--- config.mk ---
export PLATFORM = sky130hd
export DESIGN_NAME = nrzi_up
export DESIGN_NICKNAME = d
export VERILOG_FILES = /design/src/rtl/nrzi_up.sv
export SDC_FILE = /design/constraint.sdc
export NUM_CORES = 1
export LEC_CHECK = 0
export CAP_MARGIN = 20
export CORE_MARGIN = 2
export CORE_UTILIZATION = 48
export CTS_CLUSTER_SIZE = 20
export DETAILED_ROUTE_END_ITERATION = 12
export PLACE_DENSITY = 0.8
export SKIP_CTS_REPAIR_TIMING = 1
export SLEW_MARGIN = 20
export SYNTH_ARGS = -nofsm -noshare
export SYNTH_HDL_FRONTEND = slang
export SYNTH_SLANG_ARGS = --single-unit
--- constraint.sdc ---
create_clock -name clk -period 1.7 [get_ports clk]
set_input_delay 0.34 -clock clk [delete_from_list [all_inputs] [get_ports clk]]
set_output_delay 0.34 -clock clk [all_outputs]
set_load 0.05 [all_outputs]
--- src/rtl/nrzi_up.sv ---
`default_nettype none
// ============================================================================
//  Module   : nrzi_up
//  Brief    : Upstream NRZI encoder and EOP sequencer. Frames each packet as
//             one J lead-in bit-time, NRZI-encoded stuffed bits, a run of
//             SE0 and a run of driven J, then releases the bus.
//             Bus level encoding on tx_out is {dp, dm}:
//               J = 2'b10, K = 2'b01, SE0 = 2'b00.
//  Revision : 1.0  initial release
// ============================================================================
module nrzi_up #(
  parameter int EOP_SE0_BITS = 2,  // bit-times of SE0 in EOP (1..7)
  parameter int EOP_J_BITS   = 1   // bit-times of driven J after SE0 (1..7)
) (
  input  logic       clk,
  input  logic       rst_n,
  input  logic       en,
  input  logic       start,
  input  logic       bit_in,
  input  logic       bit_valid,
  input  logic       eop_req,
  output logic       bit_taken,
  output logic [1:0] tx_out,
  output logic       tx_oe,
  output logic       busy,
  output logic       done,
  output logic       underrun
);

  localparam logic [1:0] USB_J   = 2'b10;
  localparam logic [1:0] USB_K   = 2'b01;
  localparam logic [1:0] USB_SE0 = 2'b00;

  // Last count value of each EOP phase; counters start at 1 on phase entry.
  localparam logic [2:0] C_SE0_LAST = 3'(EOP_SE0_BITS);
  localparam logic [2:0] C_J_LAST   = 3'(EOP_J_BITS);

  typedef enum logic [1:0] {
    S_IDLE    = 2'd0,
    S_ACTIVE  = 2'd1,
    S_EOP_SE0 = 2'd2,
    S_EOP_J   = 2'd3
  } state_t;

  state_t     state_q, state_d;
  logic [2:0] cnt_q, cnt_d;
  logic       level_q, level_d;   // current NRZI level: 0 = J, 1 = K
  logic [1:0] tx_out_q, tx_out_d;
  logic       tx_oe_q, tx_oe_d;

  // State, level, counter and line registers; reset abandons any packet.
  always_ff @(posedge clk or negedge rst_n) begin
    if (!rst_n) begin
      state_q  <= S_IDLE;
      cnt_q    <= 3'd0;
      level_q  <= 1'b0;
      tx_out_q <= USB_J;
      tx_oe_q  <= 1'b0;
    end else begin
      state_q  <= state_d;
      cnt_q    <= cnt_d;
      level_q  <= level_d;
      tx_out_q <= tx_out_d;
      tx_oe_q  <= tx_oe_d;
    end
  end

  // Next-state and pulse logic; nothing moves unless the bit-time strobe is high.
  always_comb begin
    state_d   = state_q;
    cnt_d     = cnt_q;
    level_d   = level_q;
    tx_out_d  = tx_out_q;
    tx_oe_d   = tx_oe_q;
    bit_taken = 1'b0;
    underrun  = 1'b0;
    done      = 1'b0;

    if (en) begin
      unique case (state_q)
        S_IDLE: begin
          if (start) begin
            state_d  = S_ACTIVE;
            tx_oe_d  = 1'b1;
            tx_out_d = USB_J;      // lead-in bit-time
            level_d  = 1'b0;
          end
        end

        S_ACTIVE: begin
          if (eop_req) begin
            // End of packet takes priority; a pending bit is left unconsumed.
            state_d  = S_EOP_SE0;
            cnt_d    = 3'd1;
            tx_out_d = USB_SE0;
          end else if (bit_valid) begin
            bit_taken = 1'b1;
            // NRZI: a 0 toggles the line, a 1 holds it.
            level_d   = bit_in ? level_q : ~level_q;
            tx_out_d  = level_d ? USB_K : USB_J;
          end else begin
            underrun = 1'b1;
          end
        end

        S_EOP_SE0: begin
          if (cnt_q == C_SE0_LAST) begin
            state_d  = S_EOP_J;
            cnt_d    = 3'd1;
            tx_out_d = USB_J;
          end else begin
            cnt_d = cnt_q + 3'd1;
          end
        end

        S_EOP_J: begin
          if (cnt_q == C_J_LAST) begin
            state_d  = S_IDLE;
            cnt_d    = 3'd0;
            tx_oe_d  = 1'b0;
            tx_out_d = USB_J;
            level_d  = 1'b0;
            done     = 1'b1;
          end else begin
            cnt_d = cnt_q + 3'd1;
          end
        end

        default: begin
          state_d = S_IDLE;
        end
      endcase
    end
  end

  assign tx_out = tx_out_q;
  assign tx_oe  = tx_oe_q;
  assign busy   = (state_q != S_IDLE);

endmodule
`default_nettype wire

==> results.sh <==
export IMPL_status="complete, but fails checks"
export IMPL_violations="negative setup slack"
export IMPL_hold_violations=0
export IMPL_synth_top_area_share_pct=31.37
export IMPL_die_y_um=40.46
export IMPL_grt_setup_unrepaired="yes"
export IMPL_overflow=0
export IMPL_antenna_found_initial=0
export IMPL_tritoncts="built"
export IMPL_setup_viol=3
export IMPL_period_needed_ns=1.804
export IMPL_skew_ns=0.007330
export IMPL_grt_first_pass_wirelength_mm=2.221
export IMPL_grt_start_max_net_pins=10
export IMPL_path_buf_inv=2
export IMPL_grt_pass1_vias=522
export IMPL_fmax_mhz=554.3
export IMPL_final_area_um2=1044
export IMPL_drc=0
export IMPL_maxSlewHeadroom_pct=70.31
export IMPL_dp_slack_ns=-0.09903
export IMPL_crit_type="flop to output pin"
export IMPL_clk_pin_slew_ns=0.07
export IMPL_drive_gt1_share_pct=41.84
export IMPL_period_share_pct=106.1
export IMPL_cts_sinks=9
export IMPL_fillers=75
export IMPL_die_w_um=40.46
export IMPL_synth_edf_count=0
export IMPL_end_kind="output pin"
export IMPL_drv_slew=0
export IMPL_wl_per_cell_um=14.20
export IMPL_synthTopCellsByArea="dfrtp_1 31%, ha_1 14%, o21ai_0 4.7%, inv_1 4.7%, dfstp_2 4.1%"
export IMPL_vias=622
export IMPL_multi_input_area_um2=456.7
export IMPL_place_inst=105
export IMPL_synth_area_um2=638.1
export IMPL_ant_nets=0
export IMPL_drt_iter0_markers=11
export IMPL_clock_path_buffers=2
export IMPL_seq_area_frac_synth_pct=35.49
export IMPL_synth_distinct_cells=31
export IMPL_holdWs_ns=0.3835
export IMPL_core_area_um2=1269
export IMPL_synth_common_cells="8 x dfrtp_1, 8 x inv_1, 7 x ha_1, 7 x nor2_1, 6 x o21ai_0"
export IMPL_via_per_inst=5.504
export IMPL_path_cells="inv_2 -> ha_4 -> nor2b_4 -> nand2_4 -> nor2_4 -> buf_12"
export IMPL_syn_to_final_growth_pct=63.53
export IMPL_finalNonFillerCells=113
export IMPL_setup_slack_ns=-0.1039
export IMPL_worst_path_max_delay_cell="dfrtp_1"
export IMPL_p_leak_nw=0.4771
export IMPL_clkLatencyLatePin_ns=0.26
export IMPL_numCtsBuffers=3
export IMPL_clockRootBuffer="clkbuf_4"
export IMPL_portBuffers=13
export IMPL_placementRows=13
export IMPL_fin_nets=113
export IMPL_ys_ff_latch=9
export IMPL_initial_utilization_pct=50.30
export IMPL_drv_cap=0
export IMPL_reg2reg_from="state_q[1]"
export IMPL_avgSynthCellArea_um2=9.524
export IMPL_critPathLaunchType="flop"
export IMPL_place_area_um2=955.9
export IMPL_synth_warnings=0
export IMPL_ir_worst_vdd_uv=1215
export IMPL_num_antenna_cells=0
export IMPL_routabilityCongestion=0.8096
export IMPL_critPathMaxStageDelay_ns=0.41
export IMPL_num_io_pins=14
export IMPL_cp_top_family="flip-flops"
export IMPL_async_flop_share_pct=100.0
export IMPL_drt_total_wl_mm=1.605
export IMPL_dr_pass1_iters=4
export IMPL_synth_flop_cell="dfrtp_1"
export IMPL_required_ns=1.36
export IMPL_worstPathArrival_ns=1.46
export IMPL_worst_pin_slew_ns=0.4439
export IMPL_syn_nets=81
export IMPL_track_usage_pct=21.17
export IMPL_power_density_nw_per_um2=1912
export IMPL_htree_levels=1
export IMPL_crit_path_max_fanout=4
export IMPL_synth_top_area_cell="dfrtp_1"
export IMPL_regArea_um2=227.7
export IMPL_fp_dieArea_um2=1637
export IMPL_dp_hpwl_mm=1.121
export IMPL_hold_path_class="primary input to asynchronous set/reset pin"
export IMPL_synth_cells=67
export IMPL_startpoint="state_q[1]"
==> cells in the final DEF, fill, tap and decap left out, drive strengths merged <==
cell and instances:
a211o 1, a21oi 4, a221o 1, a2bb2oi 1
a311oi 1, and3 2, buf 21, clkbuf 4
clkdlybuf4s50 6, clkinvlp 1, dfrtp 8, dfstp 1
ha 7, inv 7, mux2 2, mux2i 1
nand2 2, nand2b 1, nand3 1, nand3b 1
nand4b 1, nor2 7, nor2b 1, nor3b 2
nor4 1, nor4b 1, nor4bb 1, o21ai 6
o221ai 1, o22ai 1, o31ai 1, or3b 1
xnor2 1
==> sequential cells by signal, indices dropped and copies added (netlist names) <==
signal / flops
cnt_q: 3
level_q: 1
state_q: 2
tx_oe: 1
tx_out: 2
==> per-layer routing <==
layer / global-route usage [%] / up-vias / routed length, um
met5: 0 / - / 0
met2: 32.54 / 17 / 761
met3: 5.000 / 4 / 86
met1: 26.51 / 294 / 731
li1: - / 307 / -
met4: 12.50 / 0 / 26
==> where the power goes <==
group / leakage (nW) / switching (mW) / internal [mW]
clock network: 0.0150 / 0.0781 / 0.0906
registers: 0.109 / 0.0990 / 0.329
logic: 0.354 / 0.727 / 0.671
==> worst paths after layout <==
path / slack (ns) / end / depth (start not counted)
worst max-delay path: -0.10 / bit_taken / 6
worst min-delay path: 0.38 / cnt_q[0] / 1
worst max register to register: 0 / tx_out[1] / 7
worst min register to register: 0.51 / level_q / 1
max in group asynchronous: 0.97 / tx_out[1] / 1
min in group clk: 0.51 / level_q / 1
==> per-stage QoR <==
step	total power, mW	setup TNS, ns	util (%)
after global routing	2.145	-0.5996	82.25
after global placement	1.674	-0.2770	75.35
after CTS	1.880	-0.6236	77.42
after detailed placement	1.701	-0.3789	75.35
final	1.995	-0.2368	82.25
after floorplan	1.259	-0.1735	-
==> cells by family (layout without fill, tap and decap cells) <==
kind of cell / Yosys count / in the layout / synth area share [%]
buffers and inverters: 8 / 39 / 4.706
xor gates and xnor gates: 1 / 1 / 1.373
AOI/OAI and AO/OA: 17 / 17 / 18.04
muxes: 3 / 3 / 5.686
and+or+nand+nor: 22 / 22 / 20.98
DFF: 9 / 9 / 35.49
adders and majority gates: 7 / 7 / 13.72
==> cell type report <==
| type | instances | share of cell area (%) |
|---|---|---|
| inverters | 8 | 3.237 |
| multi-input cells | 50 | 43.77 |
| flip-flops and latches | 9 | 21.82 |
| well taps | 15 | 1.799 |
| clock buffers | 4 | 2.518 |
| repair buffers | 27 | 26.86 |
No activity file was read; power rests on OpenSTA's default activity.
